### config.mk
export PLATFORM = sky130hd
export DESIGN_NAME = esp_at_sequencer_flat
export DESIGN_NICKNAME = d
export VERILOG_FILES = /design/src/rtl/esp_at_pkg.sv /design/src/rtl/esp_at_if.sv /design/src/rtl/at_resp_matcher.sv /design/src/rtl/esp_at_sequencer.sv /design/src/flat_wrapper.sv
export SDC_FILE = /design/constraint.sdc
export NUM_CORES = 1
export LEC_CHECK = 0
export BUFFER_PORTS_ARGS = -buffer_cell sky130_fd_sc_hd__buf_2
export CAP_MARGIN = 10
export CORE_MARGIN = 1.5
export CORE_UTILIZATION = 61
export DETAILED_ROUTE_END_ITERATION = 8
export GPL_TIMING_DRIVEN = 0
export HOLD_SLACK_MARGIN = 0.15
export MAX_ROUTING_LAYER = met4
export PLACE_DENSITY = 0.8
export SKIP_LAST_GASP = 1
export SYNTH_ARGS = -nofsm -noshare
export SYNTH_HDL_FRONTEND = slang
export SYNTH_SLANG_ARGS = --single-unit
### constraint.sdc
create_clock -name clk -period 2.8 [get_ports clk]
set_clock_uncertainty 0.1 [all_clocks]
set_input_delay 0.28 -clock clk [delete_from_list [all_inputs] [get_ports clk]]
set_output_delay 0.28 -clock clk [all_outputs]
set_load 0.05 [all_outputs]
### src/rtl/esp_at_pkg.sv
// esp_at_pkg: shared types and constants for the ESP8266 AT-command sequencer.
// Contents:
//   state_t     - sequencer FSM states
//   CR/LF/NUL   - ASCII control bytes used by the command table and matcher
//   OK_PAT      - "OK\r\n" response pattern (last 4 received bytes)
//   ERR_PAT     - "ERROR" response pattern (last 5 received bytes)
//   DEFAULT_ROM - default 64-byte command table, address 0 in the top byte
package esp_at_pkg;

    typedef enum logic [2:0] {IDLE, FETCH, LOAD, SEND, WAIT_RESP, GAP, DONE, FAIL} state_t;

    localparam logic [7:0] CR  = 8'h0D;
    localparam logic [7:0] LF  = 8'h0A;
    localparam logic [7:0] NUL = 8'h00;

    localparam logic [31:0] OK_PAT  = {"OK", CR, LF};
    localparam logic [39:0] ERR_PAT = "ERROR";

    localparam int DEF_DEPTH = 64;
    localparam logic [8*DEF_DEPTH-1:0] DEFAULT_ROM = {
        "AT+CIPMUX=1", CR, LF,
        "AT+CIPSERVER=1,8080", CR, LF,
        {(DEF_DEPTH-34){NUL}}
    };

endpackage

### src/rtl/esp_at_if.sv
// esp_at_if: byte handshake bundle between the sequencer and the shared UART.
// Signals:
//   tx_data/tx_valid/tx_ready - valid/ready byte stream to uart_tx
//   rx_data/rx_valid          - one-cycle strobed byte stream from uart_rx
// Modports: master (sequencer side), slave (UART side).
interface esp_at_if;

    logic [7:0] tx_data;
    logic       tx_valid;
    logic       tx_ready;
    logic [7:0] rx_data;
    logic       rx_valid;

    modport master (output tx_data, tx_valid, input tx_ready, rx_data, rx_valid);
    modport slave  (input tx_data, tx_valid, output tx_ready, rx_data, rx_valid);

endinterface

### src/rtl/at_resp_matcher.sv
// at_resp_matcher: watches the rx byte stream for "OK\r\n" and "ERROR".
// Ports:
//   clk, rst_n         - clock, asynchronous active-low reset
//   clr                - clears history and both hit flags (first byte of a command)
//   rx_data, rx_valid  - received byte and its one-cycle strobe
//   ok_hit, err_hit    - sticky hit flags
module at_resp_matcher
    import esp_at_pkg::*;
(
    input  logic       clk,
    input  logic       rst_n,
    input  logic       clr,
    input  logic [7:0] rx_data,
    input  logic       rx_valid,
    output logic       ok_hit,
    output logic       err_hit
);

    logic [39:0] sh;
    logic [39:0] sh_n;

    // Match against the history including the byte arriving this cycle.
    assign sh_n = {sh[31:0], rx_data};

    always_ff @(posedge clk or negedge rst_n) begin
        if (!rst_n) begin
            sh      <= '0;
            ok_hit  <= 1'b0;
            err_hit <= 1'b0;
        end else if (clr) begin
            sh      <= '0;
            ok_hit  <= 1'b0;
            err_hit <= 1'b0;
        end else if (rx_valid) begin
            sh      <= sh_n;
            ok_hit  <= ok_hit | (sh_n[31:0] == OK_PAT);
            err_hit <= err_hit | (sh_n == ERR_PAT);
        end
    end

endmodule

### src/rtl/esp_at_sequencer.sv
// esp_at_sequencer: streams ROM-held AT commands to uart_tx and checks the replies.
// Ports:
//   clk, rst_n - clock, asynchronous active-low reset
//   start      - one-cycle pulse, begins the table from address 0 (ignored while busy)
//   bus        - esp_at_if master: tx valid/ready byte stream, rx strobed byte stream
//   busy       - sequence in progress
//   done       - sticky, every command answered with OK
//   fail       - sticky, a command exhausted its retries
//   cmd_idx    - current command index, frozen at the failing command
//   retry_cnt  - retries used on the current command
module esp_at_sequencer
    import esp_at_pkg::*;
#(
    parameter int ROM_DEPTH   = 64,
    parameter int TIMEOUT_CYC = 5_000_000,
    parameter int MAX_RETRY   = 3,
    parameter int RETRY_GAP   = 50_000,
    parameter int IDXW        = 4,
    parameter logic [8*ROM_DEPTH-1:0] ROM_INIT = DEFAULT_ROM
) (
    input  logic            clk,
    input  logic            rst_n,
    input  logic            start,
    esp_at_if.master        bus,
    output logic            busy,
    output logic            done,
    output logic            fail,
    output logic [IDXW-1:0] cmd_idx,
    output logic [1:0]      retry_cnt
);

    localparam int AW = $clog2(ROM_DEPTH);
    localparam int CW = $clog2(TIMEOUT_CYC > RETRY_GAP ? TIMEOUT_CYC : RETRY_GAP);

    state_t          state, state_n;
    logic [AW-1:0]   addr, addr_n, cmd_start, cmd_start_n;
    logic [CW-1:0]   timer, timer_n, timer_inc;
    logic [7:0]      rom_q, tx_data_q, tx_data_n;
    logic            tx_valid_q, tx_valid_n;
    logic            busy_n, done_n, fail_n;
    logic [IDXW-1:0] cmd_idx_n;
    logic [1:0]      retry_n;
    logic            clr, ok_hit, err_hit;

    // Address 0 sits in the most significant byte of ROM_INIT.
    always_ff @(posedge clk)
        rom_q <= ROM_INIT[8*(ROM_DEPTH-1-int'(addr)) +: 8];

    at_resp_matcher u_match (
        .clk      (clk),
        .rst_n    (rst_n),
        .clr      (clr),
        .rx_data  (bus.rx_data),
        .rx_valid (bus.rx_valid),
        .ok_hit   (ok_hit),
        .err_hit  (err_hit)
    );

    assign bus.tx_data  = tx_data_q;
    assign bus.tx_valid = tx_valid_q;
    assign timer_inc    = (timer == '1) ? timer : timer + 1'b1;

    always_comb begin
        state_n     = state;
        addr_n      = addr;
        cmd_start_n = cmd_start;
        timer_n     = timer;
        tx_data_n   = tx_data_q;
        tx_valid_n  = tx_valid_q;
        busy_n      = busy;
        done_n      = done;
        fail_n      = fail;
        cmd_idx_n   = cmd_idx;
        retry_n     = retry_cnt;
        clr         = 1'b0;
        unique case (state)
            IDLE, DONE, FAIL: if (start) begin
                state_n     = FETCH;
                busy_n      = 1'b1;
                done_n      = 1'b0;
                fail_n      = 1'b0;
                cmd_idx_n   = '0;
                retry_n     = '0;
                addr_n      = '0;
                cmd_start_n = '0;
            end
            FETCH: state_n = LOAD;
            LOAD: begin
                clr = (addr == cmd_start);
                if (rom_q == NUL && addr == cmd_start) begin
                    state_n = DONE;
                    busy_n  = 1'b0;
                    done_n  = 1'b1;
                end else begin
                    tx_data_n  = rom_q;
                    tx_valid_n = 1'b1;
                    state_n    = SEND;
                end
            end
            SEND: if (bus.tx_ready) begin
                tx_valid_n = 1'b0;
                if (tx_data_q == LF) begin
                    state_n = WAIT_RESP;
                    timer_n = '0;
                end else begin
                    addr_n  = addr + 1'b1;
                    state_n = FETCH;
                end
            end
            WAIT_RESP: begin
                if (ok_hit) begin
                    cmd_idx_n   = cmd_idx + 1'b1;
                    retry_n     = '0;
                    cmd_start_n = addr + 1'b1;
                    addr_n      = addr + 1'b1;
                    state_n     = FETCH;
                end else if (err_hit || timer == CW'(TIMEOUT_CYC - 1)) begin
                    if (retry_cnt < 2'(MAX_RETRY)) begin
                        retry_n = retry_cnt + 2'd1;
                        timer_n = '0;
                        state_n = GAP;
                    end else begin
                        state_n = FAIL;
                        busy_n  = 1'b0;
                        fail_n  = 1'b1;
                    end
                end else begin
                    timer_n = timer_inc;
                end
            end
            GAP: begin
                if (timer == CW'(RETRY_GAP - 1)) begin
                    addr_n  = cmd_start;
                    state_n = FETCH;
                end else begin
                    timer_n = timer_inc;
                end
            end
            default: state_n = IDLE;
        endcase
    end

    always_ff @(posedge clk or negedge rst_n) begin
        if (!rst_n) begin
            state      <= IDLE;
            addr       <= '0;
            cmd_start  <= '0;
            timer      <= '0;
            tx_data_q  <= '0;
            tx_valid_q <= 1'b0;
            busy       <= 1'b0;
            done       <= 1'b0;
            fail       <= 1'b0;
            cmd_idx    <= '0;
            retry_cnt  <= '0;
        end else begin
            state      <= state_n;
            addr       <= addr_n;
            cmd_start  <= cmd_start_n;
            timer      <= timer_n;
            tx_data_q  <= tx_data_n;
            tx_valid_q <= tx_valid_n;
            busy       <= busy_n;
            done       <= done_n;
            fail       <= fail_n;
            cmd_idx    <= cmd_idx_n;
            retry_cnt  <= retry_n;
        end
    end

endmodule
### src/flat_wrapper.sv
// flat-port wrapper written by rule: the top's interface ports become plain ports
module esp_at_sequencer_flat import esp_at_pkg::*;
#(
    parameter int ROM_DEPTH   = 64,
    parameter int TIMEOUT_CYC = 5_000_000,
    parameter int MAX_RETRY   = 3,
    parameter int RETRY_GAP   = 50_000,
    parameter int IDXW        = 4,
    parameter logic [8*ROM_DEPTH-1:0] ROM_INIT = DEFAULT_ROM
)
  (clk, rst_n, start, busy, done, fail, cmd_idx, retry_cnt, bus_tx_data, bus_tx_valid, bus_tx_ready, bus_rx_data, bus_rx_valid);
  esp_at_if bus_i ();
  input  logic clk;
  input  logic rst_n;
  input  logic start;
  output logic busy;
  output logic done;
  output logic fail;
  output logic [IDXW-1:0] cmd_idx;
  output logic [1:0] retry_cnt;
  output wire logic [$bits(bus_i.tx_data)-1:0] bus_tx_data;
  output wire logic [$bits(bus_i.tx_valid)-1:0] bus_tx_valid;
  input wire logic [$bits(bus_i.tx_ready)-1:0] bus_tx_ready;
  input wire logic [$bits(bus_i.rx_data)-1:0] bus_rx_data;
  input wire logic [$bits(bus_i.rx_valid)-1:0] bus_rx_valid;
  assign bus_tx_data = bus_i.tx_data;
  assign bus_tx_valid = bus_i.tx_valid;
  assign bus_i.tx_ready = bus_tx_ready;
  assign bus_i.rx_data = bus_rx_data;
  assign bus_i.rx_valid = bus_rx_valid;
  esp_at_sequencer #(.ROM_DEPTH(ROM_DEPTH), .TIMEOUT_CYC(TIMEOUT_CYC), .MAX_RETRY(MAX_RETRY), .RETRY_GAP(RETRY_GAP), .IDXW(IDXW), .ROM_INIT(ROM_INIT)) u_core (.clk(clk), .rst_n(rst_n), .start(start), .bus(bus_i), .busy(busy), .done(done), .fail(fail), .cmd_idx(cmd_idx), .retry_cnt(retry_cnt));
endmodule
## Yosys cells after proc, flatten, opt, wreduce, memory -nomap -nowiden

Index checks and enable logic that the tools add are counted.

| cells by class | value |
|---|---|
| add/sub/neg operators | 5 |
| order comparisons | 1 |
| eq/ne operators | 29 |
| shifts and indexed selects | 1 |
| muxes and demuxes | 55 |
| bitwise gates (word level) | 3 |
| reduce and logical (&&, ||, !) cells | 22 |

Operators by type and width:

| cell | number |
|---|---|
| indexed part select 512 x 32 -> 8 bit, first input constant | 1 |
| two-way mux 23 bit | 7 |
| case mux 23 bit (3 select lines) | 1 |
| two-way mux 32 bit | 2 |
| == test 23 bit, second input constant | 2 |
| == test 40 x 39 -> 1 bit, second input constant | 1 |
| == test 32 x 31 -> 1 bit, second input constant | 1 |
| two-way mux 6 bit | 5 |
| case mux 6 bit (4 select lines) | 1 |
| adder 23 x 1 -> 23 bit, second input constant | 1 |
| == test 23 x 16 -> 1 bit, second input constant | 1 |
| two-way mux 3 bit | 7 |
| case mux 3 bit (6 select lines) | 1 |
| AND reduction 6 bit | 3 |
| two-way mux 1 bit | 17 |
| != test 2 bit, second input constant | 8 |
| == test 3 bit, second input constant | 4 |
| case mux 6 bit (2 select lines) | 1 |
| two-way mux 2 bit | 5 |
| AND reduction 3 bit | 3 |
| == test 8 x 4 -> 1 bit, second input constant | 1 |
| logical NOT 8 bit | 1 |
| two-way mux 4 bit | 2 |
| != test 2 x 1 -> 1 bit, second input constant | 4 |
| 26 further kinds | 36 |

| word-level totals | value |
|---|---|
| bits in registers | 98 |
| output and inout port bits | 18 |

## Logic depth before layout (Yosys ltp)

| depth | value |
|---|---|
| depth in word-level cells | 5 |
| mapped depth | 10 |
| depth with buffers taken out | 7 |

## Hierarchy

From an unflattened synthesis, not the netlist that was laid out.

| unflattened totals | value |
|---|---|
| cells, all modules | 619 |
| area, all modules | 5,874.4 µm² |

By module, submodules not included:

| module | times used | cells an instance | area an instance (µm²) |
|---|---|---|---|
| esp_at_sequencer | 1 | 491 | 4,356.7 |
| at_resp_matcher | 1 | 128 | 1,517.7 |

## Least setup slack after synthesis

No wires, ideal clock.

| timing | value |
|---|---|
| path type | reg2reg |
| start point | register u_core.tx_data_q[5], in the netlist u_core.bus.tx_data[5] |
| end point | register u_core.timer[12] |
| arrival | 2,511 ps |
| required time | 2,623 ps |
| setup slack | 112 ps |
| stages on the path, launching flop included | 8 |
| buffers on the path | 1 |
| period minus slack after synthesis | 2,688 ps |
| cells stage by stage | dfrtp_1 -> or4b_4 -> nor4b_4 -> a2bb2oi_4 -> nand3_2 -> buf_6 -> or4_1 -> a21oi_1 |

| on the way | value |
|---|---|
| cells in the longest elaborated chain, start to end | 3 |

Ends and longest elaborated chain:

| item | RTL line | RTL |
|---|---|---|
| start, declared | esp_at_sequencer.sv:38 | `logic [7:0] rom_q, tx_data_q, tx_data_n;` |
| start signal, assigned | esp_at_sequencer.sv:161 | `tx_data_q <= tx_data_n;` |
| == test 8 x 4 -> 1 bit | esp_at_sequencer.sv:102 | `if (tx_data_q == LF) begin` |
| != test 2 x 1 -> 1 bit (no source line) | -- |  |
| AND reduction 6 bit (no source line) | -- |  |
| end signal, assigned | esp_at_sequencer.sv:160 | `timer <= timer_n;` |
| end, declared | esp_at_sequencer.sv:37 | `logic [CW-1:0] timer, timer_n, timer_inc;` |

Every way passes these cells.
A chain may end at the register's enable or synchronous reset.

## Worst setup path in the final report

| timing | value |
|---|---|
| start point | register u_core.tx_data_q[5], in the netlist u_core.bus.tx_data[5] |
| end point | register u_core.timer[13] |

The elaborated chain is that of the path after synthesis.

==> results.yml <==
synth:
  synth.distinct_cells: 68
  synth_top_area_cell: "sky130_fd_sc_hd__dfrtp_1"
  synth-edff-count: 0
  post-synth-top-area-fraction: 0.421
  post_synth_inst_count: 555
  yosysMostFrequentCell: "sky130_fd_sc_hd__dfrtp_1"
  synth_seq_area_share: 0.447
  ys.flop_type: "sky130_fd_sc_hd__dfrtp_1"
  synth.top_cells.by_count: "sky130_fd_sc_hd__dfrtp_1, sky130_fd_sc_hd__nor2_1, sky130_fd_sc_hd__nand2_1"
  async_reset_ff_frac: 0.927
  synth.top_cells.by_area: "sky130_fd_sc_hd__dfrtp_1, sky130_fd_sc_hd__mux2i_1, sky130_fd_sc_hd__nor2_1"
  cell_area_after_technology_mapping_um2: 5300
  synth-seq-cells: 96
  yosys_warnings: 0
  postSynthNetCount: 579
  synth_area_per_inst_um2: 9.54
routing:
  wirelength_mm: 12.8
  route.detailed.wl_per_inst_um: 17.7
  vias_per_cell: 6.34
  drt_iter0_drc: 291
  detail_route.first_pass.iterations: 7
  antenna_violating_nets_post_route: 0
  remaining_drc_errors: 0
  detailroute.via_count: 4574
clock_network:
  clk-insertion-delay-late_ps: 380
  cts_inserted_buffers: 9
  cts_max_level: 3
  clk_path_buf_depth: 2
  cts_num_sinks: 96
  tritoncts: "yes"
  cts-root-buf: "sky130_fd_sc_hd__clkbuf_8"
  clk_pin_slew_worst_paths_ps: 100
worst_setup_path:
  crit_path_start_kind: "register"
  path_class: "register to register"
  critical_path_peak_fanout: 4
  cp_data_arrival_time_ps: 2970
  cp.required_ps: 3010
  cp-end-kind: "register"
layout:
  antenna_cells_inserted: 0
  area_growth_pct: 14.2
  final_std_cell_area_no_fill_um2: 6050
  fin_cells: 721
  layout-drive-gt1-share: 0.146
  nNetsFinal: 635
place:
  pre_cts_slack_ps: -19.6
  placed_cells_incl_taps: 689
  placement.cell_area_um2: 5600
  place_hpwl_mm: 8.84
  gp_routability_congestion: 0.905
  portBuffers: 28
run_status:
  outcome: "complete, no violations"
sta:
  slew_viol_final: 0
  fin_crit_sh: 0.988
  final_period_minus_worst_setup_slack_ps: 2770
  fin_ws_ps: 33.5
  grt_setup_unrepaired: "yes"
  tightestPinTransition_ps: 739
  report.final.hold_viol_count: 0
  headroom_to_the_max_slew_limit: 0.507
  setup-violations-final: 0
  clock.fmax_ghz: 0.361
power_and_ir_drop:
  net_load_switching_power_uw: 2270
  power.sequential.fraction: 0.400
  vdd.ir_drop.worst_mv: 0.604
  share_clk_of_total_power: 0.204
  power_density_nw_per_um2: 907
  switching_share: 0.414
  power.share.combinational: 0.396
  p_leak_uw: 0.00258
  cell_internal_pwr_uw: 3220
global_routing:
  grt_overflow_total: 0
  number_of_global_route_vias_before_repair: 4360
  grt_max_degree: 64
  grt_pass1_wl_mm: 20.8
  antenna_found_initial: 0
  global_route.usage.total: 0.303
die:
  floorplan.initialDensity: 0.638
  dieHeight_um: 96.2
  core.rowCount: 33
  design.core.area_um2: 8300
  design.die.area_um2: 9250
  dieWidth_um: 96.2
  pin_count: 31
flow_run:
  maxCapViolCount: 0
hold_path:
  worst_hold_path_type: "input port to register"
timing repair:
action,in CTS,in global routing
hold buffers,9,0
setup buffers,3,6
endpoints found under the hold margin,97,0
pin swaps,2,5
endpoints found under the setup margin,13,48
resized for setup,1,15
flip-flops by register name, summed over array words and instances (netlist names):
signal                  cells
u_core.u_match.sh          32
u_core.u_match.ok_hit       1
u_core.bus.tx_valid         1
u_core.rom_q                7
u_core.u_match.err_hit      1
u_core.cmd_idx              4
u_core.busy                 1
u_core.cmd_start            6
u_core.addr                 6
u_core.state                3
u_core.bus.tx_data          7
u_core.timer               23
u_core.done                 1
u_core.fail                 1
u_core.retry_cnt            2
layout by cell type (no fill, tap or decap), types with 13 or more instances in the layout:
cell type,count
sky130_fd_sc_hd__mux2i_1,35
sky130_fd_sc_hd__o21ai_0,37
sky130_fd_sc_hd__nor2_1,56
sky130_fd_sc_hd__dfrtp_1,89
sky130_fd_sc_hd__clkbuf_1,21
sky130_fd_sc_hd__buf_2,32
sky130_fd_sc_hd__or4_1,14
sky130_fd_sc_hd__o31ai_1,13
sky130_fd_sc_hd__nand2_1,43
sky130_fd_sc_hd__a21oi_1,35
power groups by stage:
| stage | Combinational (uW) | Sequential [uW] | Clock (uW) |
|---|---|---|---|
| after floorplan | 1390 | 2290 | 0 |
| after global placement | 2010 | 2160 | 0 |
| after detailed placement | 2080 | 2180 | 0 |
| after CTS | 2120 | 2160 | 1130 |
| after global routing | 2380 | 2240 | 1180 |
| final | 2170 | 2190 | 1120 |
critical path: stages, from the launching register on:
cell and delay [ps]:
sky130_fd_sc_hd__dfrtp_1 410, sky130_fd_sc_hd__or4b_4 550, sky130_fd_sc_hd__nor4b_4 420, sky130_fd_sc_hd__a2bb2oi_4 230, sky130_fd_sc_hd__o211ai_2 160, sky130_fd_sc_hd__buf_4 170, sky130_fd_sc_hd__or4_1 500, sky130_fd_sc_hd__a21oi_1 150
routing by layer:
metal	part of all wire	global-route usage
met1	0.44	0.390
met2	0.49	0.481
met3	0.051	0.0458
met4	0.023	0.121
met5	0	-
stage by stage:
| step | power (uW) | TNS (ps) | hold WS [ps] | util |
|---|---|---|---|---|
| floorplan | 3680 | 0 | -116 | - |
| global placement | 4170 | 0 | 331 | 0.671 |
| detailed placement | 4260 | -42.1 | 126 | 0.675 |
| CTS | 5400 | 0 | 155 | 0.717 |
| global route | 5810 | -301 | 217 | 0.729 |
| finish | 5490 | 0 | 160 | 0.729 |
cell type report:
cell class	instances	area (um^2)
multi-input cells	413	2780
flip-flops and latches	96	2370
fillers	621	2250
repair buffers	47	328
plain buffers	32	145
well taps	105	131
clock buffers	9	124
clock inverters	7	124
inverters	12	45.0
kinds of logic after synthesis:
logic type | synth area share
AO/OA/AOI/OAI | 0.164
XOR/XNOR | 0.0198
adder cells (fa/ha/maj) | 0.0260
buffers and inverters | 0.0366
flip-flops | 0.447
multiplexers | 0.0810
other | 0.000708
AND/OR/NAND/NOR | 0.224
path summary, 6_finish.rpt:
check                                             startpoint                                 to  slack [ps]  cells after the start
hold / removal                                         start            u_core.busy$_DFFE_PN0P_         160                      3
setup / recovery           u_core.bus.tx_data[5]$_DFFE_PN0P_       u_core.timer[13]$_DFFE_PN0P_          30                      7
setup reg to reg           u_core.bus.tx_data[5]$_DFFE_PN0P_       u_core.timer[13]$_DFFE_PN0P_          30                      7
min in group asynchronous                              rst_n       u_core.timer[17]$_DFFE_PN0P_         250                      2
hold reg to reg                      u_core.rom_q[0]$_DFF_P_  u_core.bus.tx_data[0]$_DFFE_PN0P_         340                      2
max in group asynchronous                              rst_n         u_core.addr[1]$_DFFE_PN0P_        1720                      3
(Power assumes the default switching activity.)
